### config.mk
export PLATFORM = sky130hd
export DESIGN_NAME = if_fetch_stage_flat
export DESIGN_NICKNAME = d
export VERILOG_FILES = /design/src/rtl/if_pkg.sv /design/src/rtl/if_fetch_stage_if.sv /design/src/rtl/fetch_queue2.sv /design/src/rtl/if_fetch_stage.sv /design/src/flat_wrapper.sv
export SDC_FILE = /design/constraint.sdc
export NUM_CORES = 1
export LEC_CHECK = 0
export ABC_AREA = 1
export BUFFER_PORTS_ARGS = -buffer_cell sky130_fd_sc_hd__buf_2
export CAP_MARGIN = 25
export CORE_MARGIN = 2
export CORE_UTILIZATION = 28
export CTS_BUF_LIST = sky130_fd_sc_hd__clkbuf_4
export DETAILED_ROUTE_END_ITERATION = 7
export GPL_TIMING_DRIVEN = 0
export SLEW_MARGIN = 20
export SYNTH_ARGS = -nofsm -noshare
export SYNTH_HDL_FRONTEND = slang
export SYNTH_SLANG_ARGS = --single-unit
### constraint.sdc
create_clock -name clk -period 4.1 [get_ports clk]
set_clock_uncertainty 0.1 [all_clocks]
set_input_delay 0.82 -clock clk [delete_from_list [all_inputs] [get_ports clk]]
set_output_delay 0.82 -clock clk [all_outputs]
set_load 0.02 [all_outputs]
### src/rtl/if_pkg.sv
// Shared types and defaults for the instruction-fetch stage.
package if_pkg;

    localparam logic [31:0] PC_RESET_DEFAULT = 32'h0040_0000;
    localparam int          IMEM_AW_DEFAULT  = 11;

    typedef struct packed {
        logic [31:0] pc;
        logic [31:0] inst;
        logic        oob;
    } fetch_entry_t;

    function automatic logic [29:0] pc_word(input logic [31:0] pc);
        return pc[31:2];
    endfunction

endpackage

### src/rtl/if_fetch_stage_if.sv
// Bus between the fetch stage, the instruction ROM, the redirect source and decode.
interface if_fetch_stage_if #(
    parameter int IMEM_AW = 11
);
    logic [IMEM_AW-1:0] imem_addr;
    logic [31:0]        imem_data;
    logic               redirect_valid;
    logic [31:0]        redirect_pc;
    logic               out_valid;
    logic               out_ready;
    logic [31:0]        out_inst;
    logic [31:0]        out_pc;
    logic [31:0]        out_pc4;
    logic               out_oob;

    modport master (
        output imem_addr,
        input  imem_data,
        input  redirect_valid,
        input  redirect_pc,
        output out_valid,
        input  out_ready,
        output out_inst,
        output out_pc,
        output out_pc4,
        output out_oob
    );

    modport slave (
        input  imem_addr,
        output imem_data,
        output redirect_valid,
        output redirect_pc,
        input  out_valid,
        output out_ready,
        input  out_inst,
        input  out_pc,
        input  out_pc4,
        input  out_oob
    );
endinterface

### src/rtl/fetch_queue2.sv
// Two-entry circular queue of fetch entries; head reads as zero when empty.
module fetch_queue2
    import if_pkg::*;
(
    input  logic         clk,
    input  logic         rst_n,
    input  logic         i_push,
    input  logic         i_pop,
    input  logic         i_flush,
    input  fetch_entry_t i_din,
    output logic [1:0]   o_count,
    output logic         o_valid,
    output fetch_entry_t o_head
);

    fetch_entry_t r_mem [2];
    logic         r_rd_ptr;
    logic         r_wr_ptr;
    logic [1:0]   r_count;

    // Pointer and occupancy update; flush wins over push/pop.
    always_ff @(posedge clk or negedge rst_n) begin
        if (!rst_n) begin
            r_rd_ptr <= 1'b0;
            r_wr_ptr <= 1'b0;
            r_count  <= 2'd0;
        end else if (i_flush) begin
            r_rd_ptr <= 1'b0;
            r_wr_ptr <= 1'b0;
            r_count  <= 2'd0;
        end else begin
            if (i_push) begin
                r_wr_ptr <= ~r_wr_ptr;
            end
            if (i_pop) begin
                r_rd_ptr <= ~r_rd_ptr;
            end
            case ({i_push, i_pop})
                2'b10:   r_count <= r_count + 2'd1;
                2'b01:   r_count <= r_count - 2'd1;
                default: r_count <= r_count;
            endcase
        end
    end

    // Entry storage; a full-queue push overwrites the slot being popped.
    always_ff @(posedge clk or negedge rst_n) begin
        if (!rst_n) begin
            r_mem[0] <= '0;
            r_mem[1] <= '0;
        end else if (i_push && !i_flush) begin
            r_mem[r_wr_ptr] <= i_din;
        end
    end

    // Head presentation, forced to zero while empty.
    always_comb begin
        o_count = r_count;
        o_valid = 1'b0;
        o_head  = '0;
        if (r_count != 2'd0) begin
            o_valid = 1'b1;
            o_head  = r_mem[r_rd_ptr];
        end else begin
            o_valid = 1'b0;
            o_head  = '0;
        end
    end

endmodule

### src/rtl/if_fetch_stage.sv
// Instruction-fetch stage: owns the PC, addresses the ROM and queues fetched words for decode.
module if_fetch_stage
    import if_pkg::*;
#(
    parameter logic [31:0] PC_RESET = PC_RESET_DEFAULT,
    parameter int          IMEM_AW  = IMEM_AW_DEFAULT
) (
    input  logic                clk,
    input  logic                rst_n,
    if_fetch_stage_if.master    bus
);

    // PC is kept word-aligned, so only bits [31:2] are stored.
    logic [29:0]  r_pc_word;
    logic [29:0]  w_off_word;
    logic         w_oob;
    logic         w_pop;
    logic         w_push;
    logic [1:0]   w_count;
    logic         w_valid;
    fetch_entry_t w_din;
    fetch_entry_t w_head;

    assign w_off_word = r_pc_word - pc_word(PC_RESET);
    assign w_oob      = |w_off_word[29:IMEM_AW];

    // Push/pop decisions and the entry written at the tail.
    always_comb begin
        w_pop  = w_valid && bus.out_ready;
        w_push = 1'b0;
        if (bus.redirect_valid) begin
            w_push = 1'b0;
        end else begin
            w_push = (w_count < 2'd2) || w_pop;
        end
        w_din.pc   = {r_pc_word, 2'b00};
        w_din.inst = bus.imem_data;
        w_din.oob  = w_oob;
    end

    // Program counter: redirect has priority, otherwise advance on each push.
    always_ff @(posedge clk or negedge rst_n) begin
        if (!rst_n) begin
            r_pc_word <= pc_word(PC_RESET);
        end else if (bus.redirect_valid) begin
            r_pc_word <= pc_word(bus.redirect_pc);
        end else if (w_push) begin
            r_pc_word <= r_pc_word + 30'd1;
        end
    end

    fetch_queue2 u_queue (
        .clk     (clk),
        .rst_n   (rst_n),
        .i_push  (w_push),
        .i_pop   (w_pop),
        .i_flush (bus.redirect_valid),
        .i_din   (w_din),
        .o_count (w_count),
        .o_valid (w_valid),
        .o_head  (w_head)
    );

    assign bus.imem_addr = w_off_word[IMEM_AW-1:0];
    assign bus.out_valid = w_valid;
    assign bus.out_inst  = w_head.inst;
    assign bus.out_pc    = w_head.pc;
    assign bus.out_oob   = w_head.oob;
    assign bus.out_pc4   = w_valid ? (w_head.pc + 32'd4) : 32'd0;

endmodule

### src/flat_wrapper.sv
// flat-port wrapper written by rule: the top's interface ports become plain ports
module if_fetch_stage_flat import if_pkg::*;
#(
    parameter logic [31:0] PC_RESET = PC_RESET_DEFAULT,
    parameter int          IMEM_AW  = IMEM_AW_DEFAULT
)
  (clk, rst_n, bus_imem_addr, bus_imem_data, bus_redirect_valid, bus_redirect_pc, bus_out_valid, bus_out_ready, bus_out_inst, bus_out_pc, bus_out_pc4, bus_out_oob);
  if_fetch_stage_if #(.IMEM_AW(IMEM_AW)) bus_i ();
  input  logic clk;
  input  logic rst_n;
  output wire logic [$bits(bus_i.imem_addr)-1:0] bus_imem_addr;
  input wire logic [$bits(bus_i.imem_data)-1:0] bus_imem_data;
  input wire logic [$bits(bus_i.redirect_valid)-1:0] bus_redirect_valid;
  input wire logic [$bits(bus_i.redirect_pc)-1:0] bus_redirect_pc;
  output wire logic [$bits(bus_i.out_valid)-1:0] bus_out_valid;
  input wire logic [$bits(bus_i.out_ready)-1:0] bus_out_ready;
  output wire logic [$bits(bus_i.out_inst)-1:0] bus_out_inst;
  output wire logic [$bits(bus_i.out_pc)-1:0] bus_out_pc;
  output wire logic [$bits(bus_i.out_pc4)-1:0] bus_out_pc4;
  output wire logic [$bits(bus_i.out_oob)-1:0] bus_out_oob;
  assign bus_imem_addr = bus_i.imem_addr;
  assign bus_i.imem_data = bus_imem_data;
  assign bus_i.redirect_valid = bus_redirect_valid;
  assign bus_i.redirect_pc = bus_redirect_pc;
  assign bus_out_valid = bus_i.out_valid;
  assign bus_i.out_ready = bus_out_ready;
  assign bus_out_inst = bus_i.out_inst;
  assign bus_out_pc = bus_i.out_pc;
  assign bus_out_pc4 = bus_i.out_pc4;
  assign bus_out_oob = bus_i.out_oob;
  if_fetch_stage #(.PC_RESET(PC_RESET), .IMEM_AW(IMEM_AW)) u_core (.clk(clk), .rst_n(rst_n), .bus(bus_i));
endmodule
==> metrics.csv <==
stage,metric,value,unit
run_status,status,"finished, final reports clean",
timing,Final min period,3.90,ns
drt,drt first pass iters,6,
setup_path,Worst Setup End Kind,output port,
yosys,Yosys cell types,28,
floorplan,die width,184,µm
drt,final WL,29800,µm
setup_path,r2r worst-path depth,8,
drt,drt wl/cell,15.4,µm
setup_path,CP max-delay cell,dfrtp_2,
final_layout,Area Overhead vs Synth,19.1,%
floorplan,number of I/O pins,177,
timing,Slew Limit Headroom,51.6,%
clock_tree,clk sink count,160,
power_and_ir_drop,Pleak,5.73,nW
clock_tree,CTS tree,built,
setup_path,flop2flop setup slack,1.84,ns
global_route,GRT Total Usage,17.7,%
setup_path,type of origin of the critical path,flop,
setup_path,WP data arrival,2.98,ns
worst_hold_path,Hold Path Class,input pin to async pin,
clock_tree,TritonCTS Buffers,17,
final_layout,Final Instance Area,10800,µm²
drt,DRT iter0 DRCs,858,
floorplan,initial core utilization,28.6,%
drt,met2 WL,13900,µm
clock_tree,setup bufs post-CTS,0,
power_and_ir_drop,pwr/cell area,418,nW/µm²
setup_path,Crit Reg-Reg Startpoint,u_core.u_queue.o_count[1],
clock_tree,CTS Root Cell,clkbuf_4,
drt,routed vias/inst,4.72,
drt,Remaining DRCs,0,
global_route,total gr overflow,0,
power_and_ir_drop,Max VDD drop,175,µV
timing,final hold vios,0,
yosys,"Avg Cell Area, Syn",6.83,µm²
clock_tree,H-Tree Depth,4,
clock_tree,clock tree buffer depth,2,
timing,"Setup violations, final",0,
setup_path,"Req. time, crit path",3.18,ns
final_layout,proportion of layout cells with a drive suffix above 1,17.3,%
timing,Final Max Tran Viols,0,
drt,Max Used Layer,met4,
placement,IO buf count,170,
global_route,first-pass GRT wire length,46900,µm
yosys,#FFs+latches synth,160,
setup_path,Critical R2R Capture,u_core.u_queue.r_mem[79],
global_route,antenna violations before repair,1,
drt,ANT nets after route,0,
final_layout,"most common cell after layout, fill and taps aside",nand2_1,
global_route,largest net degree at the start of global routing,97,
placement,Placed Area,10500,µm²
floorplan,die area,33800,µm²
placement,GPL Wtd Cong,0.911,
yosys,synthesized instance count,1328,
floorplan,Core Rows,65,
timing,worst-margin pin slew,0.725,ns
setup_path,max incr delay on CP,0.46,ns
drt,DR WL met3,1610,µm
setup_path,CP max FO,10,
clock_tree,Worst-path clk slew,0.14,ns
setup_path,type of the worst setup path,flop to output port,
yosys,sequential cell area fraction in the yosys report,44.2,%
drt,total number of vias,9139,
floorplan,core area,31700,µm²
timing,Final period util,95.1,%
setup_path,"Cell Chain, Critical Path",inv_4 -> buf_4 -> nand2_1 -> nand2_1 -> nand2_1 -> inv_1 -> ha_2 -> inv_1 -> nor2_2 -> nand2_2 -> nor2_4 -> xor2_1 -> buf_2,
clock_tree,Clock Latency Late Sink,0.57,ns
global_route,vias in the first global route,8679,
yosys,Mapped Area,9060,µm²
job,max-cap violations,0,
timing,Fin Setup TNS,0,ns
final_layout,final-stage net count,1591,
placement,Post-DP HPWL,22400,µm
floorplan,die height,184,µm
final_layout,Layout fillers,3482,
timing,Max Fclk,256,MHz
drt,met1 WL,13800,µm
final_layout,most frequent cells in the layout,"nand2_1, buf_2, dfrtp_1",
setup_path,CP dominant cell by count,nand2_1,
yosys,Synth Warn #,0,
## power by group
part | internal (W) | leakage (nW) | switching [W]
registers | 0.00188 | 1.95 | 0.000191
logic | 0.000446 | 3.63 | 0.000967
clock network | 0.000429 | 0.149 | 0.000603
## routing by layer
layer | track usage [%] | up-vias
met5 | 0 | -
met4 | 4.77 | 0
met3 | 2.60 | 22
met2 | 28.4 | 278
met1 | 24.9 | 4309
li1 | - | 4530
## what timing repair did
action	4_1_cts	5_1_grt
endpoints found under the setup margin	2	7
hold buffers	0	0
resized for setup	2	5
## stage by stage
step | util (%) | hold WS [ns] | power [W] | setup WS [ns] | instances
6_report | 34.0 | 0.0649 | 0.00452 | 0.201 | 1937
5_1_grt | 34.0 | 0.0821 | 0.00482 | -0.0135 | 1937
4_1_cts | 34.0 | 0.0633 | 0.00455 | 0.0271 | 1936
3_5_place_dp | 33.0 | 0.369 | 0.00352 | 0.587 | 1904
3_3_place_gp | 32.9 | 0.365 | 0.00348 | -0.416 | 1903
2_1_floorplan | - | 0.349 | 0.00299 | 0.979 | 1331
## worst max-delay path, delay by kind of cell (launching register included)
family | cells | cell delay, ns
fa+ha+maj | 1 | 0.24
buf+inv | 5 | 0.73
xor+xnor | 1 | 0.18
flops | 1 | 0.46
simple gates | 6 | 0.78
## Yosys cell counts
| master | n | area (µm²) |
|---|---|---|
| o21ai_0 | 149 | 746 |
| a31oi_1 | 4 | 25.0 |
| conb_1 | 1 | 3.75 |
| nor4_1 | 1 | 6.26 |
| nand3_1 | 77 | 385 |
| inv_2 | 4 | 15.0 |
| a21oi_1 | 44 | 220 |
| nor2_2 | 8 | 50.1 |
| xor2_1 | 15 | 131 |
| buf_4 | 19 | 143 |
| inv_1 | 156 | 586 |
| buf_1 | 9 | 33.8 |
| o22ai_1 | 1 | 6.26 |
| nand4_1 | 15 | 93.8 |
| ha_1 | 2 | 25.0 |
| dfrtp_1 | 159 | 3980 |
| o21ai_1 | 3 | 15.0 |
| buf_2 | 25 | 125 |
| nand2_2 | 2 | 12.5 |
| clkbuf_1 | 20 | 75.1 |
| nor2_1 | 100 | 375 |
| o211ai_1 | 2 | 15.0 |
| dfstp_2 | 1 | 26.3 |
| o221ai_1 | 1 | 8.76 |
| o31ai_1 | 1 | 7.51 |
| nand2_1 | 491 | 1840 |
| a22oi_1 | 9 | 67.6 |
| nor3_1 | 9 | 45.0 |
## cells by family after synthesis
| kind of cell | after synthesis | synth area share, % |
|---|---|---|
| buf+inv | 233 | 10.8 |
| xor+xnor | 15 | 1.45 |
| other cells | 1 | 0.0414 |
| fa+ha+maj | 2 | 0.276 |
| flops | 160 | 44.2 |
| simple gates | 703 | 31.0 |
| compound gates | 214 | 12.3 |
## worst max path at each step
stage	start	cells past startpoint	slack [ns]	endpoint
4_1_cts	u_core.u_queue.r_rd_ptr	16	0.03	bus_out_pc4[30]
3_5_place_dp	u_core.u_queue.r_rd_ptr	13	0.59	bus_out_pc4[14]
5_1_grt	u_core.u_queue.r_rd_ptr	13	-0.01	bus_out_pc4[14]
3_3_place_gp	rst_n	1	-0.42	u_core.u_queue.r_mem[36]
6_report	u_core.u_queue.r_rd_ptr	13	0.20	bus_out_pc4[14]
2_1_floorplan	u_core.u_queue.r_rd_ptr	12	0.98	bus_out_pc4[14]
## layout make-up
| type | instances | area, µm² | share of cell area, % |
|---|---|---|---|
| diodes | 1 | 2.50 | 0.0232 |
| plain buffers | 73 | 377 | 3.49 |
| clock buffers | 17 | 128 | 1.18 |
| clock inverters | 15 | 181 | 1.68 |
| inverters | 160 | 603 | 5.59 |
| multi-input cells | 938 | 4110 | 38.1 |
| flip-flops and latches | 160 | 4010 | 37.1 |
| well taps | 402 | 503 | 4.66 |
| repair buffers | 171 | 888 | 8.23 |
## sequential cells by signal (all words and copies together) (netlist names)
signal	count
u_core.u_queue.r_mem	126
u_core.r_pc_word	30
u_core.u_queue.o_count	2
u_core.u_queue.r_rd_ptr	1
u_core.u_queue.r_wr_ptr	1
Note: power is estimated with default switching activity, not from simulation.
